==> config.mk <==
export PLATFORM = sky130hd
export DESIGN_NAME = hazard_scoreboard
export DESIGN_NICKNAME = d
export VERILOG_FILES = /design/src/rtl/hazard_scoreboard.sv
export SDC_FILE = /design/constraint.sdc
export NUM_CORES = 1
export LEC_CHECK = 0
export CORE_UTILIZATION = 52
export CTS_BUF_LIST = sky130_fd_sc_hd__clkbuf_4 sky130_fd_sc_hd__clkbuf_8
export CTS_CLUSTER_SIZE = 25
export DETAILED_ROUTE_END_ITERATION = 12
export PLACE_DENSITY_LB_ADDON = 0.2
export SETUP_SLACK_MARGIN = 0.15
export SYNTH_ARGS = -nofsm -noshare
export SYNTH_HDL_FRONTEND = slang
export SYNTH_SLANG_ARGS = --single-unit
==> constraint.sdc <==
create_clock -name clk -period 4.35 [get_ports clk]
set_input_delay 0.87 -clock clk [delete_from_list [all_inputs] [get_ports clk]]
set_output_delay 0.87 -clock clk [all_outputs]
set_load 0.01 [all_outputs]
==> src/rtl/hazard_scoreboard.sv <==
// Register hazard scoreboard for a VLIW decode stage: per-register latency
// down-counters drive RAW/WAW stall decisions for whole issue bundles.
module hazard_scoreboard #(
    parameter  int NUM_LANES = 4,
    parameter  int NUM_REGS  = 32,
    parameter  int MAX_LAT   = 3,
    localparam int LAT_W     = $clog2(MAX_LAT + 1)
) (
    input  logic                              clk,
    input  logic                              rst_n,
    input  logic                              dc_valid,
    input  logic [NUM_LANES-1:0][4:0]         dc_rs1,
    input  logic [NUM_LANES-1:0][4:0]         dc_rs2,
    input  logic [NUM_LANES-1:0][4:0]         dc_rd,
    input  logic [NUM_LANES-1:0]              dc_we,
    input  logic [NUM_LANES-1:0][LAT_W-1:0]   dc_lat,
    input  logic                              flush,
    output logic                              stall_out,
    output logic                              stall_raw,
    output logic                              stall_waw,
    output logic [NUM_REGS-1:0]               busy_mask,
    output logic                              dup_rd_err
);

    localparam logic [LAT_W-1:0] LAT_MAX = LAT_W'(MAX_LAT);

    logic [LAT_W-1:0] cnt     [NUM_REGS];
    logic [LAT_W-1:0] cnt_nxt [NUM_REGS];
    logic [LAT_W-1:0] lat_c   [NUM_LANES];
    logic             raw_hit;
    logic             waw_hit;
    logic             dup_hit;
    logic             issue;

    // busy_mask depends on registered counters only, so stalls never see dc_* twice.
    always_comb begin
        for (int r = 0; r < NUM_REGS; r++) begin
            busy_mask[r] = (cnt[r] != '0);
        end
    end

    function automatic logic reg_busy(input logic [4:0] r, input logic [NUM_REGS-1:0] mask);
        return (r != 5'd0) && (int'(r) < NUM_REGS) && mask[r];
    endfunction

    // NOTE: every signal assigned in always_comb gets a default first; a path
    // that leaves one unassigned would infer a latch.
    always_comb begin
        raw_hit = 1'b0;
        waw_hit = 1'b0;
        dup_hit = 1'b0;
        for (int l = 0; l < NUM_LANES; l++) begin
            lat_c[l] = (dc_lat[l] > LAT_MAX) ? LAT_MAX : dc_lat[l];
            if (reg_busy(dc_rs1[l], busy_mask) || reg_busy(dc_rs2[l], busy_mask)) begin
                raw_hit = 1'b1;
            end
            if (dc_we[l] && reg_busy(dc_rd[l], busy_mask)) begin
                waw_hit = 1'b1;
            end
            for (int j = l + 1; j < NUM_LANES; j++) begin
                if (dc_we[l] && dc_we[j] && (dc_rd[l] == dc_rd[j]) && (dc_rd[l] != 5'd0)) begin
                    dup_hit = 1'b1;
                end
            end
        end
    end

    // Hazards are checked only against pre-bundle state, so writes inside the
    // bundle never stall readers in the same bundle.
    assign stall_raw = rst_n & dc_valid & raw_hit;
    assign stall_waw = rst_n & dc_valid & waw_hit;
    assign stall_out = (stall_raw | stall_waw) & ~flush;
    assign issue     = dc_valid & ~stall_out & ~flush;

    always_comb begin
        for (int r = 0; r < NUM_REGS; r++) begin
            cnt_nxt[r] = (cnt[r] != '0) ? cnt[r] - LAT_W'(1) : '0;
        end
        // Ascending lane order lets the highest-numbered lane win a duplicate rd.
        if (issue) begin
            for (int l = 0; l < NUM_LANES; l++) begin
                if (dc_we[l] && (dc_rd[l] != 5'd0) && (int'(dc_rd[l]) < NUM_REGS)
                    && (lat_c[l] != '0)) begin
                    cnt_nxt[dc_rd[l]] = lat_c[l];
                end
            end
        end
        cnt_nxt[0] = '0;
    end

    // NOTE: state updates use non-blocking assignments so every counter sees
    // the same pre-edge values regardless of statement order.
    always_ff @(posedge clk) begin
        if (!rst_n || flush) begin
            // NOTE: the counter array is a bank of flops, not a RAM, so it is
            // cleared on reset; pending entries must not survive it.
            for (int r = 0; r < NUM_REGS; r++) begin
                cnt[r] <= '0;
            end
            dup_rd_err <= 1'b0;
        end else begin
            for (int r = 0; r < NUM_REGS; r++) begin
                cnt[r] <= cnt_nxt[r];
            end
            dup_rd_err <= issue & dup_hit;
        end
    end

endmodule
* Word-level counts from Yosys, hierarchy flattened
Memories as Yosys holds them, arrays and structs flattened.
Index checks and enable logic that the tools add are counted.
** Cells by class
- Add/sub/neg operators :: 32
- $lt $le $gt $ge :: 24
- Equal/unequal tests :: 6
- Muxes and demuxes :: 129
- Bitwise gates (word level) :: 46
- Reduce and logical (&&, ||, !) cells :: 100
** Operator list (count)
- $mux 64 :: 6
- $bwmux 64 :: 4
- $mux 2 :: 72
- $mux 62 :: 2
- $lt 5x6->1 const B :: 12
- $reduce_bool 2->1 :: 36
- $sub 2x1->2 const B :: 32
- $bmux 1 s5 :: 12
- $reduce_bool 5->1 :: 12
- $logic_and 1x1->1 :: 46
- $demux 2 s5 :: 4
- $or 1x1->1 :: 33
- $eq 5x5->1 :: 6
- $mux 1 :: 29
- $ge 6x6->1 const B :: 4
- $lt 6x1->1 const B :: 4
- $not 5->6 :: 4
- $gt 2x2->1 const B :: 4
- $and 1x1->1 :: 7
- $logic_or 1x1->1 :: 5
- $not 1->1 :: 2
- $logic_not 1->1 :: 1
** Storage, ports and cells
- Register bits :: 1
- Memory bits (writable) :: 64
- Input port bits :: 76
- Output and inout port bits :: 36
- Logic and storage cells :: 339
- Memories kept :: 1
** Memories
- cnt :: words 32, bits a word 2, rd ports 32, clocked after Yosys merged registers in 0, write ports 32, line 27 : logic [LAT_W-1:0] cnt [NUM_REGS];

* Logic depth before layout (Yosys ltp)
An unclocked memory read counts as a cell.
- Depth after elaboration :: 27
- Gate-level depth with buffers :: 13
- Depth with buffers taken out :: 9

* Worst setup path before layout
Ideal clock, no wire load.
- Path kind :: in2out
- From :: input dc_rd[0] (netlist name)
- To :: output stall_out
- Arrival :: 2.959 ns
- Required time :: 3.480 ns
- Setup slack :: 0.521 ns
- Stages on the path :: 9
- Buffers on the path :: 2
- Path through :: clkbuf_1 > mux4_2 > nor2b_1 > a211o_1 > or4_1 > and3_1 > buf_6 > nand3_1 > and2_1
** Between the ends
- Longest elaborated chain between the ends :: 11
- Elaborated cells on any way between the ends :: 12
- Those cells by class :: 6 x mux; 3 x bitwise; 3 x reduce/logical
** RTL lines
- from (decl) :: line 14 : input logic [NUM_LANES-1:0][4:0] dc_rd,
- $bmux 1 s5 :: line 43 : return (r != 5'd0) && (int'(r) < NUM_REGS) && mask[r];
- $mux 1 (not written as such) :: line 43
- $logic_and 1x1->1 (*) :: line 43
- $logic_and 1x1->1 (*) :: line 57 : if (dc_we[l] && reg_busy(dc_rd[l], busy_mask)) begin
- $mux 1 (*) (4 in a row) :: line 57
- $and 1x1->1 (*) :: line 71 : assign stall_waw = rst_n & dc_valid & waw_hit;
- $or 1x1->1 (*) :: line 72 : assign stall_out = (stall_raw | stall_waw) & ~flush;
- $and 1x1->1 (*) :: line 72
- to (decl) :: line 18 : output logic stall_out,
Mark *: on every way between the ends. The rest lies on a longest branch, timed or not. The select of a mux whose other input is x is not followed.

* Final worst setup path
- From :: input dc_rs1[15] (netlist name)
- To :: output stall_out
** Between the ends
- Longest elaborated chain between the ends :: 8
- Elaborated cells on any way between the ends :: 9
- Those cells by class :: 3 x mux; 3 x bitwise; 3 x reduce/logical
** RTL lines
- from (decl) :: line 12 : input logic [NUM_LANES-1:0][4:0] dc_rs1,
- $bmux 1 s5 :: line 43
- $mux 1 (not written as such) :: line 43
- $logic_and 1x1->1 (*) :: line 43
- $logic_or 1x1->1 (*) :: line 54 : if (reg_busy(dc_rs1[l], busy_mask) || reg_busy(dc_rs2[l], busy_mask)) begin
- $mux 1 (*) :: line 54
- $and 1x1->1 (*) :: line 70 : assign stall_raw = rst_n & dc_valid & raw_hit;
- $or 1x1->1 (*) :: line 72
- $and 1x1->1 (*) :: line 72
Marks and branches as above.

==> metrics.md <==
| Metric | Value |
|---|---|
| Status | finished clean |
| Grt total ovfl | 0 |
| Final setup vio count | 0 |
| Crit path max fanout | 8 |
| Slew at the pin closest to its max-slew limit | between 1 and 1.5 ns |
| Post-synthesis adder-cell area fraction | 0% |
| F_max | 236 MHz |
| Critical Path AT | 3.37 ns |
| Area after DPL | 0.0128 mm² |
| Root Buffer | clkbuf_8 |
| Total power draw | approximately 1.9 mW |
| Design Area, Final | 0.0132 mm² |
| Vias in the first global route | 12,158 |
| # diodes | 0 |
| Initial antenna violation count | 0 |
| Critical path class | input pin to primary output |
| Syn avg cell area | 7.26 µm² |
| Core Area | 0.0190 mm² |
| Internal power | 1.25 mW |
| Detailed Route Iter0 Violations | between 1,500 and 2,000 |
| Share of the synthesized area in the top cell type | 13.2% |
| Post-synthesis cell area | 0.0102 mm² |
| FF-to-FF path depth | 12 |
| Setup ws final | 0.109 ns |
| CTS Buf Count | 9 |
| Net Count, Synth | 1,482 |
| RePlAce Congestion | roughly 1.1 |
| Worst slew margin | 27.5% |
| Share of cells above drive strength 1 | 22.6% |
| Via-to-Cell Ratio | approximately 7 |
| Minimum clock period | 4.24 ns |
| Sequential fraction of design power | 29.6% |
| Mux cell area share after synthesis | 26.1% |
| H-tree depth | 3 |
| Crit end category | primary output |
| Number of synthesized flops with an enable pin | 0 |
| Max-cap viol count | 0 |
| Via count | 13,199 |
| Synth Area in XOR/XNOR | 2.49% |
| R2R Path Start | cnt[0][8] |
| Power Density | 148 mW/mm² |
| Most frequent cells in the layout | 223 x buf_4, 205 x nand2_1, 145 x nor2_1 |
| Async S/R FF share, synth | 0% |
| Hold-fix buffers, CTS | 0 |
| GRT Util Overall | 49.3% |
| Peak supply drop | 0.151 mV |
| CP Cell Sequence | clkdlybuf4s50_1 -> buf_4 -> nor3_1 -> a2111oi_0 -> a31oi_1 -> o211ai_1 -> a31o_2 -> nor4_4 -> nand3_1 -> and2_1 -> clkdlybuf4s15_1 |
| Nets | between 1,500 and 2,000 |
| Hold EP | cnt[1][7] |
| Boundary pin count | between 100 and 150 |
| Synth warnings | 0 |
| Worst endpoint required time | 3.48 ns |
| Final TNS setup | 0 ns |
| Simple-gate share of the synthesized area | between 20 and 30% |
| Slowest CP cell | clkdlybuf4s50_1 |
| WL per Instance | 26.4 µm |
| Clk pwr share | 34.6% |
| Die height | between 100 and 150 µm |
| P&R area growth vs syn | 29.3% |
| LEAKAGE | 5.12 nW |
| RSZ-0062 raised after global routing | true |
| Clk buf depth | 2 |
| Clk sink count | 63 |
| Fin. max-slew vios | 0 |
| Cells after Synth | 1,406 |
| Hpwl dp | 37.1 mm |
| Final Hold Fails | 0 |
| Drt drc | 0 |
| Antenna Nets Post-Route | 0 |
| Most common cell after layout, fill and taps aside | buf_4 |
| Worst hold path depth | 2 |
| Clock Skews | 0.0105 ns |
| Final WL | 50.0 mm |
| Post-place setup slack | -0.447 ns |
| Row count | 50 |
| Post-synth cell types | 76 |
| Wire length of the first global-routing pass | approximately 74 mm |
| Dominant synthesized flop cell | dfxtp_1 |
| Reg2reg end | cnt[0][10] |
| FF+latch count, synth | 63 |
| Sw frac | 35.6% |
| 1st-pass router iterations | 6 |
| Die area | about 0.020 mm² |
| R2R Setup Slk | 0.73 ns |
| Largest family of logic cells by synthesized area | simple AND/OR/NAND/NOR gates |
| Seq/Total Area, Yosys | 12.3% |
| Pin count of the biggest net entering global routing | 41 |
| CTS clk-pin slew, worst paths | 0.09 ns |
| PortBufs | 110 |
| Yosys top cell by area | mux4_2 |
| Max incr delay on CP | between 0.5 and 0.6 ns |
| Startpoint Class | input pin |
| Starting Density | 53.9% |
| Sw power | approximately 700 µW |
| Synth Area in Compound Gates | between 20% and 30% |
| CP startpoint | dc_rs1[15] |
| Period utilization | a little over nine tenths |
| Ranking of synthesized cells by area | mux4_2 13%, dfxtp_1 12%, mux2i_1 10% |
| Worst-Skew Late Latency | 0.37 ns |
| Hold Path Class | flip-flop to flip-flop |
| CTS tree | built |
| Logic gate share of total power | 35.8% |
| Worst hold start | cnt[1][7] |
| Die X | roughly 140 µm |
[per-layer routing]
layer / GRT usage [%] / vias to the layer above / share of wire [%]
li1: - / 5685 / -
met1: 65.4 / 6034 / 37
met2: 72.3 / 1216 / 41
met3: 12.9 / 264 / 16
met4: 27.8 / 0 / 6.4
met5: 0 / - / 0
[critical path, delay by kind of cell]
kind,cells,cell delay [ns]
compound gates,4,0.70
buf+inv,3,0.98
simple gates,4,0.80
[how the worst max path moves through the flow]
stage	end	slack [ns]	cells after the start
after floorplan	stall_out	0.52	9
after global placement	stall_out	-0.43	10
after detailed placement	stall_out	-0.45	10
after CTS	stall_out	0.14	9
after global routing	stall_out	0.05	10
final	stall_out	0.11	11
[flip-flops by register name (all words and copies together), names as in the netlist]
| name | count |
|---|---|
| cnt | 62 |
| dup_rd_err | 1 |
[final cells by class]
| type | instances | area (µm²) |
|---|---|---|
| Tap cell | 260 | 325 |
| Inverter | 45 | 169 |
| Timing Repair Buffer | 337 | 2830 |
| Clock buffer | 9 | 124 |
| Clock inverter | 7 | 120 |
| Fill cell | 1665 | 5760 |
| Sequential cell | 63 | 1260 |
| Multi-Input combinational cell | 1173 | 8370 |
[kinds of logic after synthesis]
logic type,Yosys count
other,1
DFF,63
and+or+nand+nor,626
buffers and inverters,170
AOI/OAI and AO/OA,335
muxes,182
xor gates and xnor gates,29
[stage by stage]
stage | hold WS, ns | cells | utilization [%]
2_1_floorplan | 0.468 | 1406 | -
3_3_place_gp | 0.485 | 1875 | 67.6
3_5_place_dp | 0.498 | 1875 | 67.6
4_1_cts | 0.516 | 1892 | 69.1
5_1_grt | 0.533 | 1894 | 69.6
6_report | 0.521 | 1894 | 69.6
[synth_stat cells, types with 9 or more instances]
cell       number
nor3b_1        11
o211ai_1       30
nor2b_1        30
a211oi_1       34
a21oi_1        59
nor3_1         77
a2111oi_0      10
nor2_1        149
xnor2_1         9
o221ai_1       11
and2_1         19
mux4_2         60
buf_1          18
xor2_1         20
nand2_1       205
mux2i_1       102
nor4_1         11
or3b_2          9
nand3b_1       13
o311ai_0       11
clkbuf_1       90
dfxtp_1        63
a211o_1        16
nand3_1        40
inv_1          44
mux2_2         14
a31oi_1        10
o21ai_0        66
o22ai_1        24
nand2b_1       21
[power by group through the flow]
stage	Clock, mW	Combinational (mW)	Sequential [mW]
2_1_floorplan	0	0.341	0.590
3_3_place_gp	0	0.645	0.590
3_5_place_dp	0	0.649	0.590
4_1_cts	0.671	0.657	0.577
5_1_grt	0.693	0.721	0.577
6_report	0.674	0.697	0.577
[what timing repair did]
| action | in CTS | in global routing |
|---|---|---|
| setup buffers | 1 | 2 |
| pin swaps | 5 | 3 |
| resized for setup | 29 | 28 |
| setup endpoints to repair | 3 | 3 |
(Power assumes the default switching activity.)
